==> config.mk <==
export PLATFORM = sky130hd
export DESIGN_NAME = mux32_readout_sched_flat
export DESIGN_NICKNAME = d
export VERILOG_FILES = /design/src/rtl/sysarr_pkg.sv /design/src/rtl/mux32_readout_sched_if.sv /design/src/rtl/lane_pick_first.sv /design/src/rtl/mux32_readout_sched.sv /design/src/flat_wrapper.sv
export SDC_FILE = /design/constraint.sdc
export NUM_CORES = 1
export LEC_CHECK = 0
export CAP_MARGIN = 5
export CORE_MARGIN = 8
export CORE_UTILIZATION = 57
export CTS_BUF_LIST = sky130_fd_sc_hd__clkbuf_4 sky130_fd_sc_hd__clkbuf_8
export CTS_CLUSTER_SIZE = 30
export DETAILED_ROUTE_END_ITERATION = 8
export PLACE_DENSITY = 0.89
export SLEW_MARGIN = 10
export SYNTH_ARGS = -nofsm -noshare
export SYNTH_HDL_FRONTEND = slang
export SYNTH_SLANG_ARGS = --single-unit
==> constraint.sdc <==
create_clock -name clk -period 5.65 [get_ports clk]
set_input_delay 0.8475 -clock clk [delete_from_list [all_inputs] [get_ports clk]]
set_output_delay 0.8475 -clock clk [all_outputs]
set_load 0.02 [all_outputs]
==> src/rtl/sysarr_pkg.sv <==
// Shared constants and types for the systolic-array result readout path.
package sysarr_pkg;

  localparam int LANES  = 32;
  localparam int DATA_W = 17;
  localparam int SEL_W  = 8;
  localparam int LANE_W = 5;

  typedef enum logic [1:0] {
    IDLE  = 2'd0,
    SCAN  = 2'd1,
    DRAIN = 2'd2
  } sched_state_t;

endpackage

==> src/rtl/mux32_readout_sched_if.sv <==
// Bundle of the mux-select, lane-result and valid/ready beat signals.
// The master side is the scheduler; the slave side is the array mux plus
// the downstream consumer.
interface mux32_readout_sched_if;
  import sysarr_pkg::*;

  logic                start;
  logic [LANES-1:0]    lane_mask;
  logic [SEL_W-1:0]    sel;
  logic [DATA_W-1:0]   mux_y;
  logic [DATA_W-1:0]   out_data;
  logic [LANE_W-1:0]   out_lane;
  logic                out_last;
  logic                out_valid;
  logic                out_ready;
  logic                busy;
  logic                done;

  modport master (
    input  start, lane_mask, mux_y, out_ready,
    output sel, out_data, out_lane, out_last, out_valid, busy, done
  );

  modport slave (
    output start, lane_mask, mux_y, out_ready,
    input  sel, out_data, out_lane, out_last, out_valid, busy, done
  );

endinterface

==> src/rtl/lane_pick_first.sv <==
// Priority encoder: index of the lowest set bit of a lane vector.
module lane_pick_first
  import sysarr_pkg::*;
(
  input  logic [LANES-1:0]  vec,
  output logic [LANE_W-1:0] idx,
  output logic              any
);

  // Scan downward so the lowest set bit is the last (winning) assignment.
  always_comb begin
    // NOTE: every output gets a default before the loop so no latch is inferred.
    idx = '0;
    any = |vec;
    for (int i = LANES - 1; i >= 0; i--) begin
      if (vec[i]) idx = LANE_W'(i);
    end
  end

endmodule

==> src/rtl/mux32_readout_sched.sv <==
// Readout scheduler: walks the enabled lanes of a snapshotted mask, lowest
// first, driving the result-mux select and streaming one registered beat per
// free output slot. The select is only moved when a new lane is needed, so
// the mux stays quiet while idle or stalled.
module mux32_readout_sched
  import sysarr_pkg::*;
(
  input  logic                  clk,
  input  logic                  rst,
  mux32_readout_sched_if.master bus
);

  sched_state_t        r_state;
  sched_state_t        w_state_nxt;

  logic [LANE_W-1:0]   r_sel;
  logic [LANES-1:0]    r_pend;
  logic [DATA_W-1:0]   r_out_data;
  logic [LANE_W-1:0]   r_out_lane;
  logic                r_out_valid;
  logic                r_out_last;
  logic                r_busy;
  logic                r_done;

  logic [LANE_W-1:0]   w_first_idx;
  logic                w_first_any;
  logic [LANES-1:0]    w_pend_rest;
  logic [LANE_W-1:0]   w_next_idx;
  logic                w_next_any;
  logic                w_slot_free;

  logic                w_load;
  logic                w_capture;
  logic                w_release;
  logic                w_done_set;

  // Pending lanes once the currently selected lane has been taken.
  assign w_pend_rest = r_pend & ~(LANES'(1) << r_sel);
  assign w_slot_free = !r_out_valid || bus.out_ready;

  lane_pick_first u_pick_first (
    .vec (bus.lane_mask),
    .idx (w_first_idx),
    .any (w_first_any)
  );

  lane_pick_first u_pick_next (
    .vec (w_pend_rest),
    .idx (w_next_idx),
    .any (w_next_any)
  );

  // State register.
  always_ff @(posedge clk) begin
    // NOTE: sequential state uses non-blocking assignments so every flop
    // samples pre-edge values regardless of statement order.
    if (rst) r_state <= IDLE;
    else     r_state <= w_state_nxt;
  end

  // Next-state decode.
  always_comb begin
    w_state_nxt = r_state;
    unique case (r_state)
      IDLE:  if (bus.start && w_first_any)        w_state_nxt = SCAN;
      SCAN:  if (w_slot_free && !w_next_any)      w_state_nxt = DRAIN;
      DRAIN: if (r_out_valid && bus.out_ready)    w_state_nxt = IDLE;
      default:                                    w_state_nxt = IDLE;
    endcase
  end

  // Control strobes for the datapath, decoded from the current state.
  always_comb begin
    w_load     = 1'b0;
    w_capture  = 1'b0;
    w_release  = 1'b0;
    w_done_set = 1'b0;
    unique case (r_state)
      IDLE: begin
        w_load     = bus.start;
        w_done_set = bus.start && !w_first_any;
      end
      SCAN:  w_capture = w_slot_free;
      DRAIN: begin
        w_release  = r_out_valid && bus.out_ready;
        w_done_set = r_out_valid && bus.out_ready;
      end
      default: ;
    endcase
  end

  // Select, pending mask, output beat registers and status flags.
  always_ff @(posedge clk) begin
    if (rst) begin
      r_sel       <= '0;
      r_pend      <= '0;
      r_out_data  <= '0;
      r_out_lane  <= '0;
      r_out_valid <= 1'b0;
      r_out_last  <= 1'b0;
      r_busy      <= 1'b0;
      r_done      <= 1'b0;
    end else begin
      r_done <= w_done_set;
      r_busy <= (w_state_nxt != IDLE);

      if (w_load) begin
        r_pend <= bus.lane_mask;
        // An empty mask leaves the select where it was.
        if (w_first_any) r_sel <= w_first_idx;
      end

      if (w_capture) begin
        r_out_data  <= bus.mux_y;
        r_out_lane  <= r_sel;
        r_out_valid <= 1'b1;
        r_out_last  <= !w_next_any;
        r_pend      <= w_pend_rest;
        if (w_next_any) r_sel <= w_next_idx;
      end

      if (w_release) begin
        r_out_valid <= 1'b0;
        r_out_last  <= 1'b0;
      end
    end
  end

  assign bus.sel       = {{(SEL_W - LANE_W){1'b0}}, r_sel};
  assign bus.out_data  = r_out_data;
  assign bus.out_lane  = r_out_lane;
  assign bus.out_valid = r_out_valid;
  assign bus.out_last  = r_out_last;
  assign bus.busy      = r_busy;
  assign bus.done      = r_done;

endmodule

==> src/flat_wrapper.sv <==
// flat-port wrapper written by rule: the top's interface ports become plain ports
module mux32_readout_sched_flat import sysarr_pkg::*;
  (clk, rst, bus_start, bus_lane_mask, bus_mux_y, bus_out_ready, bus_sel, bus_out_data, bus_out_lane, bus_out_last, bus_out_valid, bus_busy, bus_done);
  mux32_readout_sched_if bus_i ();
  input  logic clk;
  input  logic rst;
  input wire logic [$bits(bus_i.start)-1:0] bus_start;
  input wire logic [$bits(bus_i.lane_mask)-1:0] bus_lane_mask;
  input wire logic [$bits(bus_i.mux_y)-1:0] bus_mux_y;
  input wire logic [$bits(bus_i.out_ready)-1:0] bus_out_ready;
  output wire logic [$bits(bus_i.sel)-1:0] bus_sel;
  output wire logic [$bits(bus_i.out_data)-1:0] bus_out_data;
  output wire logic [$bits(bus_i.out_lane)-1:0] bus_out_lane;
  output wire logic [$bits(bus_i.out_last)-1:0] bus_out_last;
  output wire logic [$bits(bus_i.out_valid)-1:0] bus_out_valid;
  output wire logic [$bits(bus_i.busy)-1:0] bus_busy;
  output wire logic [$bits(bus_i.done)-1:0] bus_done;
  assign bus_i.start = bus_start;
  assign bus_i.lane_mask = bus_lane_mask;
  assign bus_i.mux_y = bus_mux_y;
  assign bus_i.out_ready = bus_out_ready;
  assign bus_sel = bus_i.sel;
  assign bus_out_data = bus_i.out_data;
  assign bus_out_lane = bus_i.out_lane;
  assign bus_out_last = bus_i.out_last;
  assign bus_out_valid = bus_i.out_valid;
  assign bus_busy = bus_i.busy;
  assign bus_done = bus_i.done;
  mux32_readout_sched u_core (.clk(clk), .rst(rst), .bus(bus_i));
endmodule
==> impl_results.md <==
* Status: finished clean
* Tcrit/Tclk final at 61.2%
* Post-route ant nets at 0
* Crit path kind: flop to flop
* Max IR drop VDD at 0.181 mV
* Via count at 4,305
* Slew @ Worst Pin at 1190 ps
* Adder-Cell Fraction of Synth Area at 0%
* Cell Area, Placed at 0.00476 mm2
* Mean post-synth cell area at 7.62 um2
* # rows at 30
* P_leak at 1.74 nW
* Drt first pass iters at 5
* Num ports at 87
* Final TNS setup at 0 ps
* Worst Setup End Kind: flop
* Critical path arrival at 3640 ps
* Post-synth EDFFs at 0
* First-pass GRT wire length at 20.5 mm
* Initial antenna violation count at 0
* Fill count at 515
* XOR/XNOR share of the synthesized area at 0%
* Hold_buf cts at 0
* PostCTS Resize Cnt at 0
* H-tree Lvls at 3
* Largest family of logic cells by synthesized area: compound AO/OA/AOI/OAI gates
* CP max FO at 25
* Layout cell share with drive strength beyond 1 at 6.80%
* Worst setup SP type: flop
* Post-Syn Instances at 521
* Post-route minimum period at 3460 ps
* CTS sink cnt at 65
* Pin count of the biggest net entering global routing at 65
* Max-slew headroom at the worst pin at 20.9%
* Cell Pwr Density at 276 mW/mm2
* RSZ-0062 raised after global routing: false
* Synth cell types at 67
* Worst setup margin at 2190 ps
* Via/cell ratio at 6.44
* Setup bufs post-CTS at 0
* Hold WC Path Type: flop to flop
* Post-synthesis sequential area ratio at 32.8%
* Synth warnings at 0
* Post-Layout Inst Area at 0.00496 mm2
* Clk_lat worst skew at 350 ps
* Starting Density at 58.7%
* Final cell count without fillers at 668
* Width of the die at 99.4 um
* Placed Cells at 652
* Final WL at 12.5 mm
* Finish-stage setup viols at 0
* DRC at 0
* Multi-input gate area at 0.00247 mm2
* Max-cap viol count at 0
* Root Driver: clkbuf_8
* Port Buffers at 83
* Gr usage total at 25.1%
* Simple-Gate Fraction of Synth Area at 25.0%
* Nets@finish at 636
* Register area at 0.00130 mm2
* Clock slew seen by the registers of the worst setup and hold paths at 80 ps
* Core ar. at 0.00676 mm2
* Mux contribution to synthesized area at 5.39%
* GRT overflow at 0
* Final Max Slew Viols at 0
* Post-Place Worst Slack at 2120 ps
* Vias in the first global route at 4,249
* Synthesized area at 0.00397 mm2
* Cts bufs inserted at 9
* CTS tree: yes
* FMAX at 289 MHz
* Primary FF master, synth: dfxtp_1
* Complex-gate fraction of the synthesized area at 31.2%
* Yosys reg bits at 65
* Final clock skew at 5.68 ps
* Area of the die at 0.00989 mm2
* Area growth syn-to-layout at 24.9%
* Die H at 99.4 um
* Final Hold Vio Count at 0
* DR WL/cell at 18.7 um
* RePlAce Congestion at 0.982
* Number of diodes at 0
* Post-synth ARST share at 0%
* DP Wirelength at 8.77 mm
* Clock buffer depth at 2
* Starting DRT DRC Count at 287
* Data required, critical path at 5830 ps
## Yosys cell counts (2+ instances only)
master     n  area [um2]
nor3_1    14        70.1
mux2_2     3        33.8
or3b_1     2        17.5
nor2_1    42         158
a21oi_1   57         285
nor4_1    10        62.6
a211o_1    2        17.5
mux2i_1   18         180
o31a_1     3        26.3
buf_4      6        45.0
nand2b_1   7        43.8
buf_1      3        11.3
and3_1     3        18.8
nor2b_1   16         100
a221oi_1   4        35.0
o21a_1     9        67.6
nand3b_1   2        15.0
a21boi_0   2        15.0
nor3b_1    2        15.0
dfxtp_1   65        1300
clkbuf_1  22        82.6
and4_1     2        17.5
a31o_2     2        17.5
buf_2      5        25.0
o31ai_1    7        52.6
nand2_1   74         278
or3_1      2        12.5
o21ai_1    5        25.0
o21ai_0   30         150
nand3_1    3        15.0
nor3b_2    3        37.5
nand4_1    5        31.3
or2_1      2        12.5
o221ai_1   3        26.3
a211oi_1  37         278
inv_1     10        37.5
a31oi_1    6        37.5
or4_1      2        15.0
o22ai_1    2        12.5
o211ai_1   2        15.0
## worst max-delay path, stage by stage (launching register included)
cell	delay, ps
dfxtp_1	960
nand2_1	340
o41ai_1	590
nand2b_1	260
nor3b_2	260
and3_1	340
nor2_1	160
a221oi_1	300
a211oi_1	80
## layer usage
layer,up-vias,GRT usage [%],wire length (um)
li1,2044,-,-
met1,1989,30.9,5200
met2,233,39.5,5660
met3,39,7.54,1270
met4,0,11.1,352
met5,-,0,0
## per-stage QoR
| stage | util, % | hold WS, ps | power (mW) |
|---|---|---|---|
| after floorplan | - | 471 | 0.816 |
| after global placement | 70.4 | 440 | 0.950 |
| after detailed placement | 70.4 | 450 | 0.957 |
| after CTS | 73.4 | 461 | 1.36 |
| after global routing | 73.4 | 474 | 1.43 |
| final | 73.4 | 456 | 1.37 |
## cell families after synthesis
family	after synthesis
AOI/OAI and AO/OA	187
buffers and inverters	48
DFF	65
muxes	21
other	1
and+or+nand+nor	199
## sequential cells by signal, summed over array words and instances (netlist names)
signal                count
u_core.bus.busy           1
u_core.r_sel              5
u_core.bus.out_valid      1
u_core.r_state            2
u_core.bus.out_data      17
u_core.bus.done           1
u_core.bus.out_lane       5
u_core.r_pend            32
u_core.bus.out_last       1
## path summary, 6_finish.rpt
kind / to / depth (start not counted) / slack, ps / startpoint
min: u_core.bus.out_data[2]$_SDFFE_PP0P_ / 2 / 460 / u_core.bus.out_data[2]$_SDFFE_PP0P_
max: u_core.r_sel[1]$_SDFF_PP0_ / 8 / 2190 / u_core.r_sel[0]$_SDFF_PP0_
min reg2reg: u_core.bus.out_data[2]$_SDFFE_PP0P_ / 2 / 460 / u_core.bus.out_data[2]$_SDFFE_PP0P_
max reg2reg: u_core.r_sel[1]$_SDFF_PP0_ / 8 / 2190 / u_core.r_sel[0]$_SDFF_PP0_
## layout make-up
class | count | share of cell area, %
clock inverter | 7 | 1.56
clock buffer | 9 | 2.50
inverter | 11 | 0.833
sequential | 65 | 26.2
tap | 80 | 2.02
timing repair buffer | 86 | 17.1
multi-input combinational | 410 | 49.7
## cells in the final DEF, fill, tap and decap left out, types with 7 or more instances in the layout
| master | synthesis | routed |
|---|---|---|
| clkbuf_8 | 0 | 9 |
| nor2b_1 | 16 | 16 |
| nand2_1 | 74 | 73 |
| nand2b_1 | 7 | 7 |
| o21a_1 | 9 | 9 |
| nor2_1 | 42 | 42 |
| o31ai_1 | 7 | 7 |
| inv_1 | 10 | 10 |
| clkdlybuf4s50_1 | 0 | 82 |
| nor3_1 | 14 | 14 |
| a211oi_1 | 37 | 37 |
| nor4_1 | 10 | 10 |
| o21ai_0 | 30 | 30 |
| mux2i_1 | 18 | 18 |
| dfxtp_1 | 65 | 65 |
| a21oi_1 | 57 | 57 |
## report_power, final
group          leakage (nW)  internal, mW  total [mW]  switching (mW)
logic                  1.10         0.178       0.411           0.232
registers             0.534         0.497       0.548          0.0510
clock network         0.100         0.207       0.408           0.201
Note: power is estimated with default switching activity, not from simulation.
